<file path="src/rtl/mnacidpro_seq.sv">
// mnacidpro_seq: sequencer for the nucleic-acid purification fluidics.
// Each start runs one sample through LYSIS -> WASH -> ELUTE. Every stage is
// followed by an all-closed SETTLE window (break-before-make). Each eluate is
// routed to the next collect outlet, and outlet occupancy is tracked.
// Valve convention: 1 = pressurised/closed, 0 = open.
module mnacidpro_seq #(
    parameter int SIZE        = 6,
    parameter int PUMP_PHASES = 3,
    parameter int CNT_W       = 16,
    parameter int SETTLE_CYC  = 2,
    localparam int SLOT_W     = (SIZE > 1) ? $clog2(SIZE) : 1
) (
    input  logic                   clk,
    input  logic                   rst_n,
    input  logic                   start,
    input  logic                   abort,
    input  logic                   clear_slots,
    input  logic [CNT_W-1:0]       phase_div,
    input  logic [CNT_W-1:0]       lysis_strokes,
    input  logic [CNT_W-1:0]       wash_strokes,
    input  logic [CNT_W-1:0]       elute_strokes,
    output logic                   lysis_ctrl,
    output logic                   wash_ctrl,
    output logic                   elute_ctrl,
    output logic                   waste_ctrl,
    output logic                   bead_trap_ctrl,
    output logic                   collect_ctrl,
    output logic [PUMP_PHASES-1:0] pump,
    output logic [SIZE-1:0]        collect_sel,
    output logic [SLOT_W-1:0]      slot,
    output logic                   busy,
    output logic                   done,
    output logic                   aborted,
    output logic                   full
);

    localparam int K_W  = $clog2(PUMP_PHASES);
    localparam int ST_W = (SETTLE_CYC > 1) ? $clog2(SETTLE_CYC) : 1;

    localparam logic [2:0] ST_IDLE   = 3'd0;
    localparam logic [2:0] ST_LYSIS  = 3'd1;
    localparam logic [2:0] ST_WASH   = 3'd2;
    localparam logic [2:0] ST_ELUTE  = 3'd3;
    localparam logic [2:0] ST_SETTLE = 3'd4;

    // Stage tag: which stage the current SETTLE window follows.
    localparam logic [1:0] TAG_LYSIS = 2'd0;
    localparam logic [1:0] TAG_WASH  = 2'd1;
    localparam logic [1:0] TAG_ELUTE = 2'd2;
    localparam logic [1:0] TAG_ABORT = 2'd3;

    // Valve vector order: {lysis, wash, elute, waste, bead_trap, collect}.
    localparam logic [5:0] VALVES_CLOSED = 6'b111111;
    localparam logic [5:0] VALVES_LYSIS  = 6'b011011;
    localparam logic [5:0] VALVES_WASH   = 6'b101011;
    localparam logic [5:0] VALVES_ELUTE  = 6'b110100;

    logic [2:0]             state_r, state_s;
    logic [1:0]             tag_r, tag_s;
    logic [CNT_W-1:0]       phase_r, phase_s;
    logic [K_W-1:0]         k_r, k_s;
    logic [CNT_W-1:0]       stroke_r, stroke_s;
    logic [ST_W-1:0]        settle_r, settle_s;
    logic [SLOT_W-1:0]      slot_r, slot_s;
    logic                   full_r, full_s;
    logic                   done_s, aborted_s, load_s;
    logic [CNT_W-1:0]       div_r, lys_r, wsh_r, elu_r;
    logic [CNT_W-1:0]       cur_strokes_s;
    logic                   phase_last_s, stage_last_s;
    logic [5:0]             valves_r, valves_s;
    logic [PUMP_PHASES-1:0] pump_r, pump_s;
    logic [SIZE-1:0]        sel_r, sel_s;
    logic                   busy_r, done_r, aborted_r;

    // A stage with zero strokes is skipped straight into its SETTLE window.
    function automatic logic [2:0] entry_state(input logic [1:0] tag, input logic [CNT_W-1:0] strokes);
        logic [2:0] st;
        if (strokes == {CNT_W{1'b0}}) begin
            st = ST_SETTLE;
        end else begin
            case (tag)
                TAG_LYSIS: st = ST_LYSIS;
                TAG_WASH:  st = ST_WASH;
                TAG_ELUTE: st = ST_ELUTE;
                default:   st = ST_SETTLE;
            endcase
        end
        return st;
    endfunction

    // All pump valves closed except the one for the active phase.
    function automatic logic [PUMP_PHASES-1:0] pump_pattern(input logic [K_W-1:0] k);
        return ~({{(PUMP_PHASES-1){1'b0}}, 1'b1} << k);
    endfunction

    function automatic logic [SIZE-1:0] one_hot(input logic [SLOT_W-1:0] idx);
        return {{(SIZE-1){1'b0}}, 1'b1} << idx;
    endfunction

    // Stroke budget of the stage currently running, and end-of-stage detection.
    always_comb begin
        case (state_r)
            ST_LYSIS: cur_strokes_s = lys_r;
            ST_WASH:  cur_strokes_s = wsh_r;
            ST_ELUTE: cur_strokes_s = elu_r;
            default:  cur_strokes_s = {CNT_W{1'b0}};
        endcase
        phase_last_s = (phase_r == div_r - CNT_W'(1));
        stage_last_s = phase_last_s && (k_r == K_W'(PUMP_PHASES - 1))
                       && (stroke_r == cur_strokes_s - CNT_W'(1));
    end

    // Next-state logic: sequencing, pump stepping, settle timing, slot tracking.
    always_comb begin
        state_s   = state_r;
        tag_s     = tag_r;
        phase_s   = phase_r;
        k_s       = k_r;
        stroke_s  = stroke_r;
        settle_s  = settle_r;
        slot_s    = slot_r;
        full_s    = full_r;
        done_s    = 1'b0;
        aborted_s = 1'b0;
        load_s    = 1'b0;
        case (state_r)
            ST_IDLE: begin
                if (clear_slots) begin
                    slot_s = {SLOT_W{1'b0}};
                    full_s = 1'b0;
                end else if (start && !full_r) begin
                    load_s   = 1'b1;
                    tag_s    = TAG_LYSIS;
                    state_s  = entry_state(TAG_LYSIS, lysis_strokes);
                    phase_s  = {CNT_W{1'b0}};
                    k_s      = {K_W{1'b0}};
                    stroke_s = {CNT_W{1'b0}};
                    settle_s = {ST_W{1'b0}};
                end else begin
                    state_s = ST_IDLE;
                end
            end
            ST_LYSIS, ST_WASH, ST_ELUTE: begin
                if (abort) begin
                    state_s  = ST_SETTLE;
                    tag_s    = TAG_ABORT;
                    settle_s = {ST_W{1'b0}};
                end else if (stage_last_s) begin
                    state_s  = ST_SETTLE;
                    settle_s = {ST_W{1'b0}};
                end else if (phase_last_s) begin
                    phase_s = {CNT_W{1'b0}};
                    if (k_r == K_W'(PUMP_PHASES - 1)) begin
                        k_s      = {K_W{1'b0}};
                        stroke_s = stroke_r + CNT_W'(1);
                    end else begin
                        k_s = k_r + K_W'(1);
                    end
                end else begin
                    phase_s = phase_r + CNT_W'(1);
                end
            end
            ST_SETTLE: begin
                if (abort && (tag_r != TAG_ABORT)) begin
                    tag_s    = TAG_ABORT;
                    settle_s = {ST_W{1'b0}};
                end else if (settle_r == ST_W'(SETTLE_CYC - 1)) begin
                    phase_s  = {CNT_W{1'b0}};
                    k_s      = {K_W{1'b0}};
                    stroke_s = {CNT_W{1'b0}};
                    settle_s = {ST_W{1'b0}};
                    case (tag_r)
                        TAG_LYSIS: begin
                            tag_s   = TAG_WASH;
                            state_s = entry_state(TAG_WASH, wsh_r);
                        end
                        TAG_WASH: begin
                            tag_s   = TAG_ELUTE;
                            state_s = entry_state(TAG_ELUTE, elu_r);
                        end
                        TAG_ELUTE: begin
                            state_s = ST_IDLE;
                            done_s  = 1'b1;
                            if (slot_r == SLOT_W'(SIZE - 1)) begin
                                slot_s = {SLOT_W{1'b0}};
                                full_s = 1'b1;
                            end else begin
                                slot_s = slot_r + SLOT_W'(1);
                            end
                        end
                        default: begin
                            state_s   = ST_IDLE;
                            aborted_s = 1'b1;
                        end
                    endcase
                end else begin
                    settle_s = settle_r + ST_W'(1);
                end
            end
            default: state_s = ST_IDLE;
        endcase
    end

    // Output decode from the next state so every output comes straight from a flop.
    always_comb begin
        valves_s = VALVES_CLOSED;
        pump_s   = {PUMP_PHASES{1'b1}};
        sel_s    = {SIZE{1'b0}};
        case (state_s)
            ST_LYSIS: begin
                valves_s = VALVES_LYSIS;
                pump_s   = pump_pattern(k_s);
            end
            ST_WASH: begin
                valves_s = VALVES_WASH;
                pump_s   = pump_pattern(k_s);
            end
            ST_ELUTE: begin
                valves_s = VALVES_ELUTE;
                pump_s   = pump_pattern(k_s);
                sel_s    = one_hot(slot_r);
            end
            default: begin
                valves_s = VALVES_CLOSED;
            end
        endcase
    end

    // Sequencer state, counters, slot tracking and registered outputs.
    always_ff @(posedge clk or negedge rst_n) begin
        if (!rst_n) begin
            state_r   <= ST_IDLE;
            tag_r     <= TAG_LYSIS;
            phase_r   <= {CNT_W{1'b0}};
            k_r       <= {K_W{1'b0}};
            stroke_r  <= {CNT_W{1'b0}};
            settle_r  <= {ST_W{1'b0}};
            slot_r    <= {SLOT_W{1'b0}};
            full_r    <= 1'b0;
            valves_r  <= VALVES_CLOSED;
            pump_r    <= {PUMP_PHASES{1'b1}};
            sel_r     <= {SIZE{1'b0}};
            busy_r    <= 1'b0;
            done_r    <= 1'b0;
            aborted_r <= 1'b0;
        end else begin
            state_r   <= state_s;
            tag_r     <= tag_s;
            phase_r   <= phase_s;
            k_r       <= k_s;
            stroke_r  <= stroke_s;
            settle_r  <= settle_s;
            slot_r    <= slot_s;
            full_r    <= full_s;
            valves_r  <= valves_s;
            pump_r    <= pump_s;
            sel_r     <= sel_s;
            busy_r    <= (state_s != ST_IDLE);
            done_r    <= done_s;
            aborted_r <= aborted_s;
        end
    end

    // Run configuration is frozen at start so mid-run input changes are ignored.
    always_ff @(posedge clk or negedge rst_n) begin
        if (!rst_n) begin
            div_r <= CNT_W'(1);
            lys_r <= {CNT_W{1'b0}};
            wsh_r <= {CNT_W{1'b0}};
            elu_r <= {CNT_W{1'b0}};
        end else if (load_s) begin
            div_r <= (phase_div == {CNT_W{1'b0}}) ? CNT_W'(1) : phase_div;
            lys_r <= lysis_strokes;
            wsh_r <= wash_strokes;
            elu_r <= elute_strokes;
        end
    end

    assign {lysis_ctrl, wash_ctrl, elute_ctrl, waste_ctrl, bead_trap_ctrl, collect_ctrl} = valves_r;
    assign pump        = pump_r;
    assign collect_sel = sel_r;
    assign slot        = slot_r;
    assign busy        = busy_r;
    assign done        = done_r;
    assign aborted     = aborted_r;
    assign full        = full_r;

endmodule

</file>
<file path="config.mk">
export PLATFORM = sky130hd
export DESIGN_NAME = mnacidpro_seq
export DESIGN_NICKNAME = d
export VERILOG_FILES = /design/src/rtl/mnacidpro_seq.sv
export SDC_FILE = /design/constraint.sdc
export NUM_CORES = 1
export LEC_CHECK = 0
export BUFFER_PORTS_ARGS = -buffer_cell sky130_fd_sc_hd__buf_2
export CAP_MARGIN = 10
export CORE_UTILIZATION = 45
export DETAILED_ROUTE_END_ITERATION = 16
export PLACE_DENSITY = 0.7
export RECOVER_POWER = 25
export SYNTH_ARGS = -nofsm -noshare
export SYNTH_HDL_FRONTEND = slang
export SYNTH_SLANG_ARGS = --single-unit
</file>
<file path="constraint.sdc">
create_clock -name clk -period 6.8 [get_ports clk]
set_input_delay 1.36 -clock clk [delete_from_list [all_inputs] [get_ports clk]]
set_output_delay 1.36 -clock clk [all_outputs]
set_load 0.005 [all_outputs]
</file>
==> report_table.html <==
<table>
<tr><th>Metric</th><th>Value</th></tr>
<tr><th colspan="2">Status</th></tr>
<tr><td>Violations in the final reports</td><td>max-capacitance violations, max-slew violations</td></tr>
<tr><td>Outcome</td><td>finished, violations left</td></tr>
<tr><th colspan="2">Critical path</th></tr>
<tr><td>Worst flop-to-flop path endpoint</td><td>pump[1]</td></tr>
<tr><td>Crit Path Max Fanout</td><td>26</td></tr>
<tr><td>Critical path launch point type</td><td>flop</td></tr>
<tr><td>Worst Setup End Kind</td><td>flop</td></tr>
<tr><td>Reg-to-reg slack, setup</td><td>1.85 ns</td></tr>
<tr><td>FF-to-FF path depth</td><td>13</td></tr>
<tr><td>Classification of the worst setup path</td><td>flop to flop</td></tr>
<tr><td>Data required time of the critical path</td><td>7.15 ns</td></tr>
<tr><td>Data arrival time of the critical path</td><td>5.30 ns</td></tr>
<tr><td>R2R Path Start</td><td>state_r[2]</td></tr>
<tr><th colspan="2">Yosys</th></tr>
<tr><td>Avg Cell Area, Syn</td><td>10.17 um2</td></tr>
<tr><td>Most common cell in the synthesized netlist</td><td>dfrtp_1</td></tr>
<tr><td>Number of library cell types mapped by synthesis</td><td>78</td></tr>
<tr><td>Number of flops mapped to enable cells by yosys</td><td>0</td></tr>
<tr><td>Main area contributors after synthesis</td><td>dfrtp_1, mux2_2, xnor2_1</td></tr>
<tr><td>Gate count after technology mapping</td><td>717</td></tr>
<tr><td>YS warnings</td><td>0</td></tr>
<tr><td>Flip-flop and latch count after synthesis</td><td>124</td></tr>
<tr><td>Syn_nets</td><td>791</td></tr>
<tr><td>Netlist area before placement</td><td>7292 um2</td></tr>
<tr><td>FFs w/ async S/R, synth</td><td>100.0%</td></tr>
<tr><td>Top cells by instance count after synthesis</td><td>dfrtp_1, mux2_2, nor2_1</td></tr>
<tr><td>Sequential element share of the synthesized area</td><td>42.69%</td></tr>
<tr><td>Library cell occupying the most area in the post-synthesis netlist</td><td>dfrtp_1</td></tr>
<tr><td>Area share of the largest cell type after synthesis</td><td>39.81%</td></tr>
<tr><td>Top FF cell, synth</td><td>dfrtp_1</td></tr>
<tr><th colspan="2">Place</th></tr>
<tr><td>Routability Congestion</td><td>0.8720</td></tr>
<tr><td>Area post-placement</td><td>7878 um2</td></tr>
<tr><td>IO Port Bufs</td><td>90</td></tr>
<tr><td>Placed wire-length estimate after detailed placement</td><td>12.92 mm</td></tr>
<tr><th colspan="2">CTS</th></tr>
<tr><td>Number of resized instances in the post-cts repair step</td><td>0</td></tr>
<tr><td>Insertion delay to the later sink of the worst-skew pair</td><td>0.43 ns</td></tr>
<tr><td>TritonCTS clock tree</td><td>built</td></tr>
<tr><td>Clock tree root buffer cell</td><td>clkbuf_16</td></tr>
<tr><td>Total of hold buffers inserted after clock tree synthesis</td><td>0</td></tr>
<tr><td>Setup Buffers After CTS</td><td>0</td></tr>
<tr><td>Clock edge transition at the registers on the reported setup and hold paths</td><td>0.06 ns</td></tr>
<tr><td># H-tree levels</td><td>4</td></tr>
<tr><td>CTS Buffer Depth</td><td>2</td></tr>
<tr><td>Clk sinks</td><td>124</td></tr>
<tr><td>TritonCTS Buffers</td><td>17</td></tr>
<tr><th colspan="2">Routing</th></tr>
<tr><td>Drt initial violations</td><td>511</td></tr>
<tr><td>Via count</td><td>5,982</td></tr>
<tr><td>Routed via count divided by cell count</td><td>5.859</td></tr>
<tr><td>ANT nets after route</td><td>0</td></tr>
<tr><td>Number of remaining DRC errors</td><td>0</td></tr>
<tr><td>Total wirelength of the detailed-routed design</td><td>17.88 mm</td></tr>
<tr><td>Drt first pass iters</td><td>6</td></tr>
<tr><td>Post-detailed-route wirelength per cell</td><td>17.51 um</td></tr>
<tr><th colspan="2">Worst hold path</th></tr>
<tr><td>Beginning of the worst hold path</td><td>slot[2]</td></tr>
<tr><td>Worst Hold Endpoint</td><td>collect_sel[2]</td></tr>
<tr><td>Hold crit path type</td><td>flop to flop</td></tr>
<tr><td>Min-Delay Path Depth</td><td>1</td></tr>
<tr><th colspan="2">Global routing</th></tr>
<tr><td>Maximum number of pins on one net before global-route repair</td><td>73</td></tr>
<tr><td>Overall track demand over capacity in global routing</td><td>23.26%</td></tr>
<tr><td>Number of antenna violations at the first check in global routing</td><td>0</td></tr>
<tr><td>Sum of overflow across all layers after global routing</td><td>0</td></tr>
<tr><td>First-pass GRT wire length</td><td>29.96 mm</td></tr>
<tr><td>Vias in the first global route</td><td>5,848</td></tr>
<tr><th colspan="2">Timing</th></tr>
<tr><td>Final count of hold timing violations</td><td>0</td></tr>
<tr><td>Setup TNS</td><td>0 ns</td></tr>
<tr><td>Endpoints failing setup</td><td>0</td></tr>
<tr><td>Crit share post-route</td><td>72.81%</td></tr>
<tr><td>Final critical delay including setup and external delays</td><td>4.951 ns</td></tr>
<tr><td>Worst-case clock skew</td><td>0.01177 ns</td></tr>
<tr><td>Tightest hold margin</td><td>0.4953 ns</td></tr>
<tr><td>Slew at the pin closest to its max-slew limit</td><td>3.855 ns</td></tr>
<tr><td>Max Freq</td><td>0.2020 GHz</td></tr>
<tr><td>Setup repair after global routing missed its margin</td><td>no</td></tr>
<tr><td>Final slew viol count</td><td>73</td></tr>
<tr><td>Headroom to the max-slew limit</td><td>-157.0%</td></tr>
<tr><th colspan="2">Pwr</th></tr>
<tr><td>Tot Pwr</td><td>3.523 mW</td></tr>
<tr><td>VDD IR max</td><td>235.0 uV</td></tr>
<tr><td>Power density over the cells</td><td>414.8 nW/um2</td></tr>
<tr><td>Leakage power</td><td>3.640 nW</td></tr>
<tr><th colspan="2">Floorplanning</th></tr>
<tr><td># IOs</td><td>91</td></tr>
<tr><td>DIE WIDTH</td><td>129.3 um</td></tr>
<tr><td>Die outline height</td><td>129.3 um</td></tr>
<tr><td>Placement Rows</td><td>46</td></tr>
<tr><td>Core Region</td><td>15,830 um2</td></tr>
<tr><td>Die Outline Area</td><td>16,720 um2</td></tr>
<tr><td>Starting density of the core</td><td>46.07%</td></tr>
<tr><th colspan="2">Cells and area</th></tr>
<tr><td>Area used by multi-input combinational logic</td><td>3918 um2</td></tr>
<tr><td>Fraction of the core area covered by cells at the end of the flow</td><td>53.66%</td></tr>
<tr><td>Finished Cell Area</td><td>8493 um2</td></tr>
<tr><td>Net count reported at finish</td><td>866</td></tr>
<tr><td>Synthesis-to-finish area growth</td><td>16.47%</td></tr>
<tr><td>Fillers</td><td>1,403</td></tr>
<tr><td>Share of final-layout standard cells stronger than drive strength 1</td><td>29.19%</td></tr>
<tr><td>Register cell area after layout</td><td>3113 um2</td></tr>
<tr><td>Antenna diodes</td><td>0</td></tr>
<tr><th colspan="2">Run</th></tr>
<tr><td>Number of violations of the max-capacitance limit</td><td>1</td></tr>
</table>
registers in the layout, summed over array words and instances, names as in the netlist:
register,flops
phase_r,16
lys_r,16
wsh_r,16
slot,3
busy,1
state_r,3
collect_sel,6
div_r,16
stroke_r,16
pump,3
settle_r,1
elu_r,16
done,1
aborted,1
tag_r,2
k_r,2
full,1
valves_r,4
per-stage QoR:
stage / setup WS (ns) / instances
floorplan: 2.970 / 717
global placement: 2.137 / 989
detailed placement: 1.936 / 989
CTS: 1.923 / 1021
global route: 1.464 / 1021
finish: 1.849 / 1021
cell usage in the layout (no fill, tap or decap), drive strengths merged, types with 21 or more instances in the layout:
| master | n |
|---|---|
| mux2 | 79 |
| xnor2 | 29 |
| buf | 93 |
| dfrtp | 116 |
| inv | 27 |
| a21oi | 25 |
| o21ai | 37 |
| nand2 | 37 |
| clkbuf | 21 |
| nor4 | 27 |
| nor2 | 40 |
routing by layer:
metal	global-route usage, %	vias to the layer above	part of all wire (%)
met2	35.90	232	46
met1	31.82	2865	46
met5	0	-	0
li1	-	2851	-
met3	5.078	34	6.0
met4	9.204	0	2.0
cells by family (layout without fill, tap and decap cells):
kind of cell / after synthesis / in the layout / synth area share, %
xor+xnor: 40 / 40 / 5.096
compound gates: 159 / 159 / 15.84
fa+ha+maj: 5 / 5 / 0.8579
flops: 124 / 124 / 42.69
mux: 84 / 84 / 12.89
buf+inv: 63 / 151 / 3.655
simple gates: 242 / 242 / 18.98
area by class of cell:
cell class	instances	share of cell area, %
clock inverter	12	1.915
clock buffer	20	5.377
tap	216	3.182
multi-input combinational	530	46.13
timing repair buffer	94	5.642
inverter	25	1.105
sequential	124	36.65
how the worst max path moves through the flow:
stage                                end  slack (ns)  startpoint  depth (start not counted)
after floorplan                  pump[1]        2.97  state_r[1]                         15
after global placement           pump[1]        2.14  state_r[2]                         13
after detailed placement         pump[1]        1.94  state_r[2]                         13
after CTS                        pump[1]        1.92  state_r[2]                         13
after global routing      collect_sel[0]        1.46  state_r[2]                         13
final                            pump[1]        1.85  state_r[2]                         13
worst max-delay path, stage by stage (launching register included):
cell	delay [ns]
dfrtp_1	0.88
inv_1	0.48
a32oi_1	0.55
ha_1	0.26
inv_1	0.06
a221oi_2	0.46
nand2b_1	0.17
or4_4	0.46
xnor2_2	0.18
nor3_1	0.09
and2_4	0.19
a311oi_4	0.47
a211o_1	0.25
or3b_1	0.36
where the power goes:
group | total, mW | switching (mW) | internal [mW]
clock | 0.948 | 0.349 | 0.599
sequential | 1.24 | 0.263 | 0.974
combinational | 1.34 | 0.719 | 0.619
total | 3.52 | 1.33 | 2.19
Note: power is estimated with default switching activity, not from simulation.
